`config.mk`:
```
export PLATFORM = sky130hd
export DESIGN_NAME = tick_scheduler
export DESIGN_NICKNAME = d
export VERILOG_FILES = /design/src/rtl/tick_scheduler_pkg.sv /design/src/rtl/tick_scheduler_rr_arbiter.sv /design/src/rtl/tick_scheduler.sv
export SDC_FILE = /design/constraint.sdc
export NUM_CORES = 1
export LEC_CHECK = 0
export BUFFER_PORTS_ARGS = -buffer_cell sky130_fd_sc_hd__buf_2
export CAP_MARGIN = 20
export CORE_MARGIN = 4
export CORE_UTILIZATION = 50
export CTS_CLUSTER_DIAMETER = 50
export DETAILED_ROUTE_END_ITERATION = 8
export GPL_TIMING_DRIVEN = 0
export PLACE_DENSITY = 0.76
export SLEW_MARGIN = 20
export SYNTH_ARGS = -nofsm -noshare
export SYNTH_HDL_FRONTEND = slang
export SYNTH_SLANG_ARGS = --single-unit
export TNS_END_PERCENT = 10
```
`constraint.sdc`:
```
create_clock -name clk -period 3.7 [get_ports clk]
set_input_delay 0.185 -clock clk [delete_from_list [all_inputs] [get_ports clk]]
set_output_delay 0.185 -clock clk [all_outputs]
set_load 0.02 [all_outputs]
```
`src/rtl/tick_scheduler_pkg.sv`:
```
// Shared types for the tick scheduler: FSM state encoding and a helper
// for sizing the prescaler.
package tick_scheduler_pkg;

  typedef enum logic [1:0] {
    ST_IDLE = 2'd0,
    ST_RUN  = 2'd1,
    ST_DONE = 2'd2
  } state_e;

  // A prescaler must be at least one bit wide, even when it never counts.
  function automatic int presc_width(input int clock_delay);
    return (clock_delay > 1) ? $clog2(clock_delay) : 1;
  endfunction

endpackage

```
`src/rtl/tick_scheduler_rr_arbiter.sv`:
```
// Combinational round-robin pick: first set request at or after ptr,
// wrapping around, returned both one-hot and as an index.
module rr_arbiter
  import tick_scheduler_pkg::*;
#(
  parameter  int N  = 4,
  localparam int IW = $clog2(N)
) (
  input  logic [N-1:0]  req,
  input  logic [IW-1:0] ptr,
  output logic [N-1:0]  onehot,
  output logic [IW-1:0] idx
);

  localparam logic [IW:0] N_W = (IW+1)'(N);

  logic [IW:0]   sum;
  logic [IW-1:0] cand;
  logic          found;

  // Walk the requesters starting at ptr; the extra sum bit absorbs the wrap.
  always_comb begin
    onehot = '0;
    idx    = '0;
    found  = 1'b0;
    sum    = '0;
    cand   = '0;
    for (int i = 0; i < N; i++) begin
      sum = {1'b0, ptr} + (IW+1)'(i);
      if (sum >= N_W) begin
        sum = sum - N_W;
      end
      cand = sum[IW-1:0];
      if (!found && req[cand]) begin
        found        = 1'b1;
        idx          = cand;
        onehot[cand] = 1'b1;
      end
    end
  end

endmodule

```
`src/rtl/tick_scheduler.sv`:
```
// Shares one prescaled tick down-counter between NUM_REQ requesters,
// granting it round-robin and pulsing done to the owner when it expires.
module tick_scheduler
  import tick_scheduler_pkg::*;
#(
  parameter int NUM_REQ     = 4,
  parameter int COUNT_WIDTH = 4,
  parameter int CLOCK_DELAY = 10
) (
  input  logic                           clk,
  input  logic                           rst,
  input  logic [NUM_REQ-1:0]             req,
  input  logic [NUM_REQ*COUNT_WIDTH-1:0] req_delay,
  output logic [NUM_REQ-1:0]             grant,
  output logic [NUM_REQ-1:0]             done,
  output logic                           busy,
  output logic [COUNT_WIDTH-1:0]         count
);

  localparam int IW = $clog2(NUM_REQ);
  localparam int PW = presc_width(CLOCK_DELAY);
  localparam logic [PW-1:0]          PRESC_MAX = PW'(CLOCK_DELAY - 1);
  localparam logic [IW-1:0]          LAST_IDX  = IW'(NUM_REQ - 1);
  localparam logic [COUNT_WIDTH-1:0] COUNT_ONE = COUNT_WIDTH'(1);

  state_e                   state_q, state_d;
  logic [NUM_REQ-1:0]       grant_q, grant_d;
  logic [NUM_REQ-1:0]       done_q, done_d;
  logic [COUNT_WIDTH-1:0]   count_q, count_d;
  logic [PW-1:0]            presc_q, presc_d;
  logic [IW-1:0]            ptr_q, ptr_d;
  logic [IW-1:0]            owner_q, owner_d;
  logic [IW-1:0]            owner_next;
  logic [NUM_REQ-1:0]       arb_onehot;
  logic [IW-1:0]            arb_idx;
  logic [COUNT_WIDTH-1:0]   delay_arr [NUM_REQ];
  logic [COUNT_WIDTH-1:0]   arb_delay;
  logic                     any_req;
  logic                     tick;
  logic                     cancel;

  rr_arbiter #(.N(NUM_REQ)) u_arb (
    .req    (req),
    .ptr    (ptr_q),
    .onehot (arb_onehot),
    .idx    (arb_idx)
  );

  always_comb begin
    for (int i = 0; i < NUM_REQ; i++) begin
      delay_arr[i] = req_delay[i*COUNT_WIDTH +: COUNT_WIDTH];
    end
  end

  assign arb_delay  = delay_arr[arb_idx];
  assign any_req    = |req;
  assign tick       = (presc_q == PRESC_MAX);
  assign cancel     = !req[owner_q];
  assign owner_next = (owner_q == LAST_IDX) ? '0 : owner_q + 1'b1;

  always_ff @(posedge clk) begin
    if (rst) begin
      state_q <= ST_IDLE;
      grant_q <= '0;
      done_q  <= '0;
      count_q <= '0;
      presc_q <= '0;
      ptr_q   <= '0;
      owner_q <= '0;
    end else begin
      state_q <= state_d;
      grant_q <= grant_d;
      done_q  <= done_d;
      count_q <= count_d;
      presc_q <= presc_d;
      ptr_q   <= ptr_d;
      owner_q <= owner_d;
    end
  end

  // A dropped owner request wins over a tick landing in the same cycle.
  always_comb begin
    state_d = state_q;
    case (state_q)
      ST_IDLE: begin
        if (any_req) begin
          state_d = (arb_delay == '0) ? ST_DONE : ST_RUN;
        end
      end
      ST_RUN: begin
        if (cancel) begin
          state_d = ST_IDLE;
        end else if (tick && count_q == COUNT_ONE) begin
          state_d = ST_DONE;
        end
      end
      ST_DONE: state_d = ST_IDLE;
      default: state_d = ST_IDLE;
    endcase
  end

  always_comb begin
    grant_d = grant_q;
    done_d  = '0;
    count_d = count_q;
    presc_d = presc_q;
    ptr_d   = ptr_q;
    owner_d = owner_q;
    case (state_q)
      ST_IDLE: begin
        if (any_req) begin
          grant_d = arb_onehot;
          owner_d = arb_idx;
          count_d = arb_delay;
          presc_d = '0;
          if (arb_delay == '0) begin
            done_d = arb_onehot;
          end
        end
      end
      ST_RUN: begin
        if (cancel) begin
          grant_d = '0;
          count_d = '0;
          presc_d = '0;
          ptr_d   = owner_next;
        end else if (tick) begin
          presc_d = '0;
          count_d = count_q - 1'b1;
          if (count_q == COUNT_ONE) begin
            done_d = grant_q;
          end
        end else begin
          presc_d = presc_q + 1'b1;
        end
      end
      ST_DONE: begin
        grant_d = '0;
        presc_d = '0;
        ptr_d   = owner_next;
      end
      default: begin
        grant_d = '0;
      end
    endcase
  end

  assign grant = grant_q;
  assign done  = done_q;
  assign count = count_q;
  assign busy  = (state_q != ST_IDLE);

endmodule
```
# ---- After elaboration in Yosys (flattened, before gate mapping)
# Cells that the tools add are included.
# W data, S select, Z words.
dict set report totals {
  reg_bits 22
  latchBits 0
  ram_bits 0
  rom_bits 0
  inputBits 22
  output_inout_bits 13
  mem_count 0
}
dict set report classes {
  add_sub_neg 10
  n_mul 0
  n_div 0
  magnitude_cmp 14
  n_eq_ne 9
  shifts 0
  muxes 61
  bitwise_logic 4
  reduce_logical 24
}
# operator count
set op_table {}
lappend op_table {{$mux W4} 19}
lappend op_table {{$mux W2} 14}
lappend op_table {{$pmux W4 S2} 3}
lappend op_table {{$lt A2 B3 Y1 const B} 5}
lappend op_table {{$ge A3 B3 Y1 const B} 4}
lappend op_table {{$mux W1} 12}
lappend op_table {{$or A4 B4 Y4} 3}
lappend op_table {{$pmux W4 S3} 1}
lappend op_table {{$bmux W1 S2} 5}
lappend op_table {{$reduce_and A2 Y1} 5}
lappend op_table {{$bmux W4 S2} 1}
lappend op_table {{$demux W1 S2} 4}
lappend op_table {{$ge A2 B1 Y1 const B} 4}
lappend op_table {{$logic_and A1 B1 Y1} 8}
lappend op_table {{$pmux W2 S2} 2}
lappend op_table {{$sub A2 B1 Y2 const B} 4}
lappend op_table {{$add A2 B2 Y3 const B} 2}
lappend op_table {{$ne A3 B3 Y1 const B} 2}
lappend op_table {{$reduce_bool A2 Y1} 3}
lappend op_table {{$add A4 B1 Y4 const B} 1}
lappend op_table {{$eq A2 B2 Y1 const B} 2}
lappend op_table {{$eq A4 B1 Y1 const B} 1}
lappend op_table {{$eq A4 B4 Y1 const B} 1}
lappend op_table {{$logic_not A4 Y1} 1}
lappend op_table {{12 further kinds} 15}

# ---- Depth between registers and ports, before layout
dict set report logic_depth {
  word_depth 22
  ltp_mapped 12
  depth_no_buf 10
}

# ---- Cells and area by module
# From an unflattened synthesis, not the netlist that was laid out.
dict set report hier_totals {
  hier_cells 200
  area_unflattened_um2 1824.2
}
# mod n_inst cells_each area_per_inst_um2 seq_area_each_um2
set modules_own_cells {}
lappend modules_own_cells {tick_scheduler 1 135 1335.0 440.4}
lappend modules_own_cells {rr_arbiter 1 65 489.2 0.0}

# ---- Worst setup path before layout
# Ideal clock, no wire load.
dict set report synth_path {
  kind {register to register}
  from {reg ptr_q[0]}
  to {reg done_q[0] (netlist: done[0])}
  t_arrival_ns 3.385
  required_ns 3.604
  path_slack_ns 0.219
  path_stages_with_launch 13
  n_path_buf 2
  cell_sequence {dfxtp_1 inv_1 ha_1 buf_6 or3b_1 a211o_1 o221ai_2 buf_6 mux2i_1 mux2i_1 mux2_2 or4_4 o41ai_2}
}
dict set report synth_via {
  elab_chain_len 22
}
# element line_no
set synth_rtl {}
lappend synth_rtl {{start, declared} tick_scheduler.sv:31} ;# logic [IW-1:0] ptr_q, ptr_d;
lappend synth_rtl {{start signal, assigned} tick_scheduler.sv:76} ;# ptr_q <= ptr_d;
lappend synth_rtl {{branches (longest 19 deep; another with $add A2 B1 Y3)} --}
lappend synth_rtl {{$mux W4 (*)} tick_scheduler.sv:116} ;# if (arb_delay == '0) begin
lappend synth_rtl {{$mux W4 (*)} tick_scheduler.sv:111} ;# if (any_req) begin
lappend synth_rtl {{$pmux W4 S2 (*)} tick_scheduler.sv:109} ;# case (state_q)
lappend synth_rtl {{end signal, assigned} tick_scheduler.sv:73} ;# done_q <= done_d;
lappend synth_rtl {{end, declared} tick_scheduler.sv:28} ;# logic [NUM_REQ-1:0] done_q, done_d;
# Mark *: on every way between the ends. The select of a mux whose other input is x is not followed.
# A chain may end at the register's enable or synchronous reset.

# ---- Worst setup path after layout
dict set report layout_path {
  from {reg ptr_q[1]}
  to {reg done_q[2] (netlist: done[2])}
}
# Same word-level chain as after synthesis.

==> results.md <==
- Clk sinks: 22
- Hold-fix buffers at CTS: 0
- Most frequent CP cell: o21ai_4
- Via count: approximately 1800
- Area contributors post-synth: dfxtp_1 23%, mux2i_1 14%, ha_1 6.6%
- Worst EP required: just under 4000 ps
- Peak supply drop: ~0.33 mV
- First-pass GRT wire length: 7403 um
- Total CTS buffers: 3
- N_diodes: 0
- R2R setup slack: ~100 ps
- Max clock buf depth: 2
- RR Endpoint: done[2]$_SDFF_PP0_
- DP Area: around 2100 um^2
- Worst Hold Depth: 3
- Area share of the largest cell type after synthesis: a little under a quarter
- Total track usage: between 10% and 20%
- Synthesis-to-finish area growth: 17.69%
- Most common cell in the netlist: nand2_1
- Hold Crit Class: in2reg
- Unrepaired setup endpoints after global routing: false
- GRT Residual Overflow: 0
- CP Capture Type: flip-flop
- CTS root buf: clkbuf_8
- Critical Path Start Type: flip-flop
- Critical Path Max Stage Delay: around 580 ps
- Netlist cell types: 48
- Final hold vios: 0
- Total power: around 0.0016 W
- Initial Util: approximately 52%
- Core area: 3661 um^2
- Final setup violation count: 0
- Initial antenna violation count: 0
- Post-layout nets: just under 300
- DRC viols: 0
- Max Slew Vio Count: 0
- Synth top cells by count: 27 x nand2_1, 26 x mux2i_1, 23 x nor2_1
- Design Area, Final: 2231 um^2
- CP cell instances: clkinvlp_4, ha_1, buf_6, or3b_1, a211o_1, buf_4, o21ai_4, nand2_1, o21ai_4, mux2_2, or4_4, o41ai_2
- Pre-antenna DRT Iters: 4
- CP Class: reg2reg
- Fin crit period: around 3600 ps
- CP Max Fanout: 9
- R2R Path Start: ptr_q[1]$_SDFFE_PP0P_
- Vias per inst: between 5 and 6
- #FFs+latches synth: 22
- Final core occ: about three fifths
- Syn Area/Cell: 8.616 um^2
- Period utilisation layout: between 90% and 100%
- R2R depth: 12
- IO Count: 35
- Top_reg_cell synth: dfxtp_1
- GP Congestion: just under 0.8
- Port Buffer Count: 34
- Cell count after synthesis: 220
- Vias in the first global route: around 1700
- Final WL: approximately 4300 um
- CTS clk-pin slew, worst paths: 80 ps
- Drt initial violations: 163
- Arrival time at the worst endpoint: between 3000 and 4000 ps
- Slew Limit Headroom: around two fifths
- Largest area contributor in the netlist: dfxtp_1
- Fraction of layout cells with a size suffix above 1: between 20 and 30%
- Asr flop ratio synth: 0%
- EDFF count, synth: 0
- Sequential fraction of the synthesis area: a little under a quarter
- Worst hold start: rst
- Net Count, Synth: around 250
- Insertion delay to the later sink of the worst-skew pair: ~270 ps
- Slew at the pin closest to its max-slew limit: 865.4 ps
- Die Height: ~70 um
- Max Cap Viol: 0
- Clock skew: just over 3 ps
- Die area: 4840 um^2
- Synthesis Warnings: 0
- HPWL after detailed placement: 3271 um
- Outcome: completed
- H-tree Lvls: 1
- Worst path slowest cell: or4_4
- Row count: 22
- Synthesized area: roughly 1900 um^2
- Die width: slightly below 70 um
- WL per Instance: around 14 um
- Max Fclk: about 0.28 GHz
- Leak: ~0.95 nW
- Detail Route Antenna Nets: 0
- WHS Endpoint: count[2]$_SDFFE_PP0P_
- Power per standard cell area: 700.7 nW/um^2
- Largest net degree at the start of global routing: 14
- TNS Setup: 0 ps
- CTS tree: built
-- flip-flops by register name, summed over array words and instances, names as in the netlist --
register,count
count,4
done,4
grant,4
presc_q,4
owner_q,2
ptr_q,2
state_q,2
-- layout by cell type (no fill, tap or decap), types with 3 or more instances in the layout --
cell type   n
clkbuf_1    4
nand3b_1    3
nor3_1      7
mux2_2      4
clkbuf_8    3
buf_2      36
buf_6       4
mux4_2      4
nor2_1     23
dfxtp_1    20
inv_1       4
a32o_1      3
buf_4       6
nand2b_1    5
o21ai_0     6
nor2b_1     5
ha_1       10
nand2_1    27
mux2i_1    26
xor2_1      3
a31oi_1     3
a21oi_1    14
-- how the worst max path moves through the flow --
stage,from,cells past startpoint,slack [ps],endpoint
after floorplan,ptr_q[0]$_SDFFE_PP0P_,12,220,done[0]$_SDFF_PP0_
after global placement,ptr_q[1]$_SDFFE_PP0P_,12,-90,done[2]$_SDFF_PP0_
after detailed placement,ptr_q[1]$_SDFFE_PP0P_,12,-130,done[2]$_SDFF_PP0_
after CTS,ptr_q[0]$_SDFFE_PP0P_,12,40,done[2]$_SDFF_PP0_
after global routing,ptr_q[1]$_SDFFE_PP0P_,12,6,done[2]$_SDFF_PP0_
final,ptr_q[1]$_SDFFE_PP0P_,12,100,done[2]$_SDFF_PP0_
-- stage by stage --
step	hold WS, ps	instances	setup WS [ps]
4_1_cts	250.7	306	39.87
5_1_grt	251.7	309	5.826
6_report	253.7	309	104.3
3_5_place_dp	470.3	302	-131.8
2_1_floorplan	365.5	220	219.0
3_3_place_gp	467.3	302	-94.71
-- power by group --
part / leakage, nW / internal, W / switching [W]
logic: 0.730 / 0.000432 / 0.000535
clock network: 0.0357 / 0.000145 / 0.0000832
registers: 0.181 / 0.000298 / 0.0000696
total: 0.947 / 0.000875 / 0.000688
-- layer usage --
layer | GRT usage [%] | share of wire [%] | up-vias
li1 | - | - | 885
met1 | 23.82 | 47 | 827
met2 | 30.61 | 48 | 35
met3 | 3.043 | 4.4 | 4
met4 | 6.074 | 0.63 | 0
met5 | 0 | 0 | -
-- what timing repair did --
action                                  4_1_cts  5_1_grt
endpoints found under the setup margin        6        6
setup buffers                                 0        3
resized for setup                             4        2
pin swaps                                     0        2
-- cell type report --
type | instances | area [um^2]
buffer | 13 | 92.59
clock buffer | 3 | 41.29
clock inverter | 1 | 30.03
fill | 341 | 1430
inverter | 7 | 31.28
multi-input combinational | 178 | 1335
sequential | 22 | 447.9
tap | 48 | 60.06
timing repair buffer | 37 | 192.7
-- critical path, delay by kind of cell (launching register included) --
| kind | cells | cell delay [ps] |
|---|---|---|
| adder cells (fa/ha/maj) | 1 | 280 |
| AO/OA/AOI/OAI | 4 | 920 |
| multiplexers | 1 | 390 |
| flip-flops | 1 | 420 |
| AND/OR/NAND/NOR | 3 | 1080 |
| buffers and inverters | 3 | 390 |
-- cells by family (layout without fill, tap and decap cells) --
kind of cell	after synthesis	count (layout)	share of synthesized area, %
buf+inv	20	61	6.336
fa+ha+maj	10	10	6.601
xor+xnor	4	4	1.849
simple gates	84	84	21.52
compound gates	46	46	19.60
mux	34	34	20.86
flops	22	22	23.23
No activity file was read; power rests on OpenSTA's default activity.
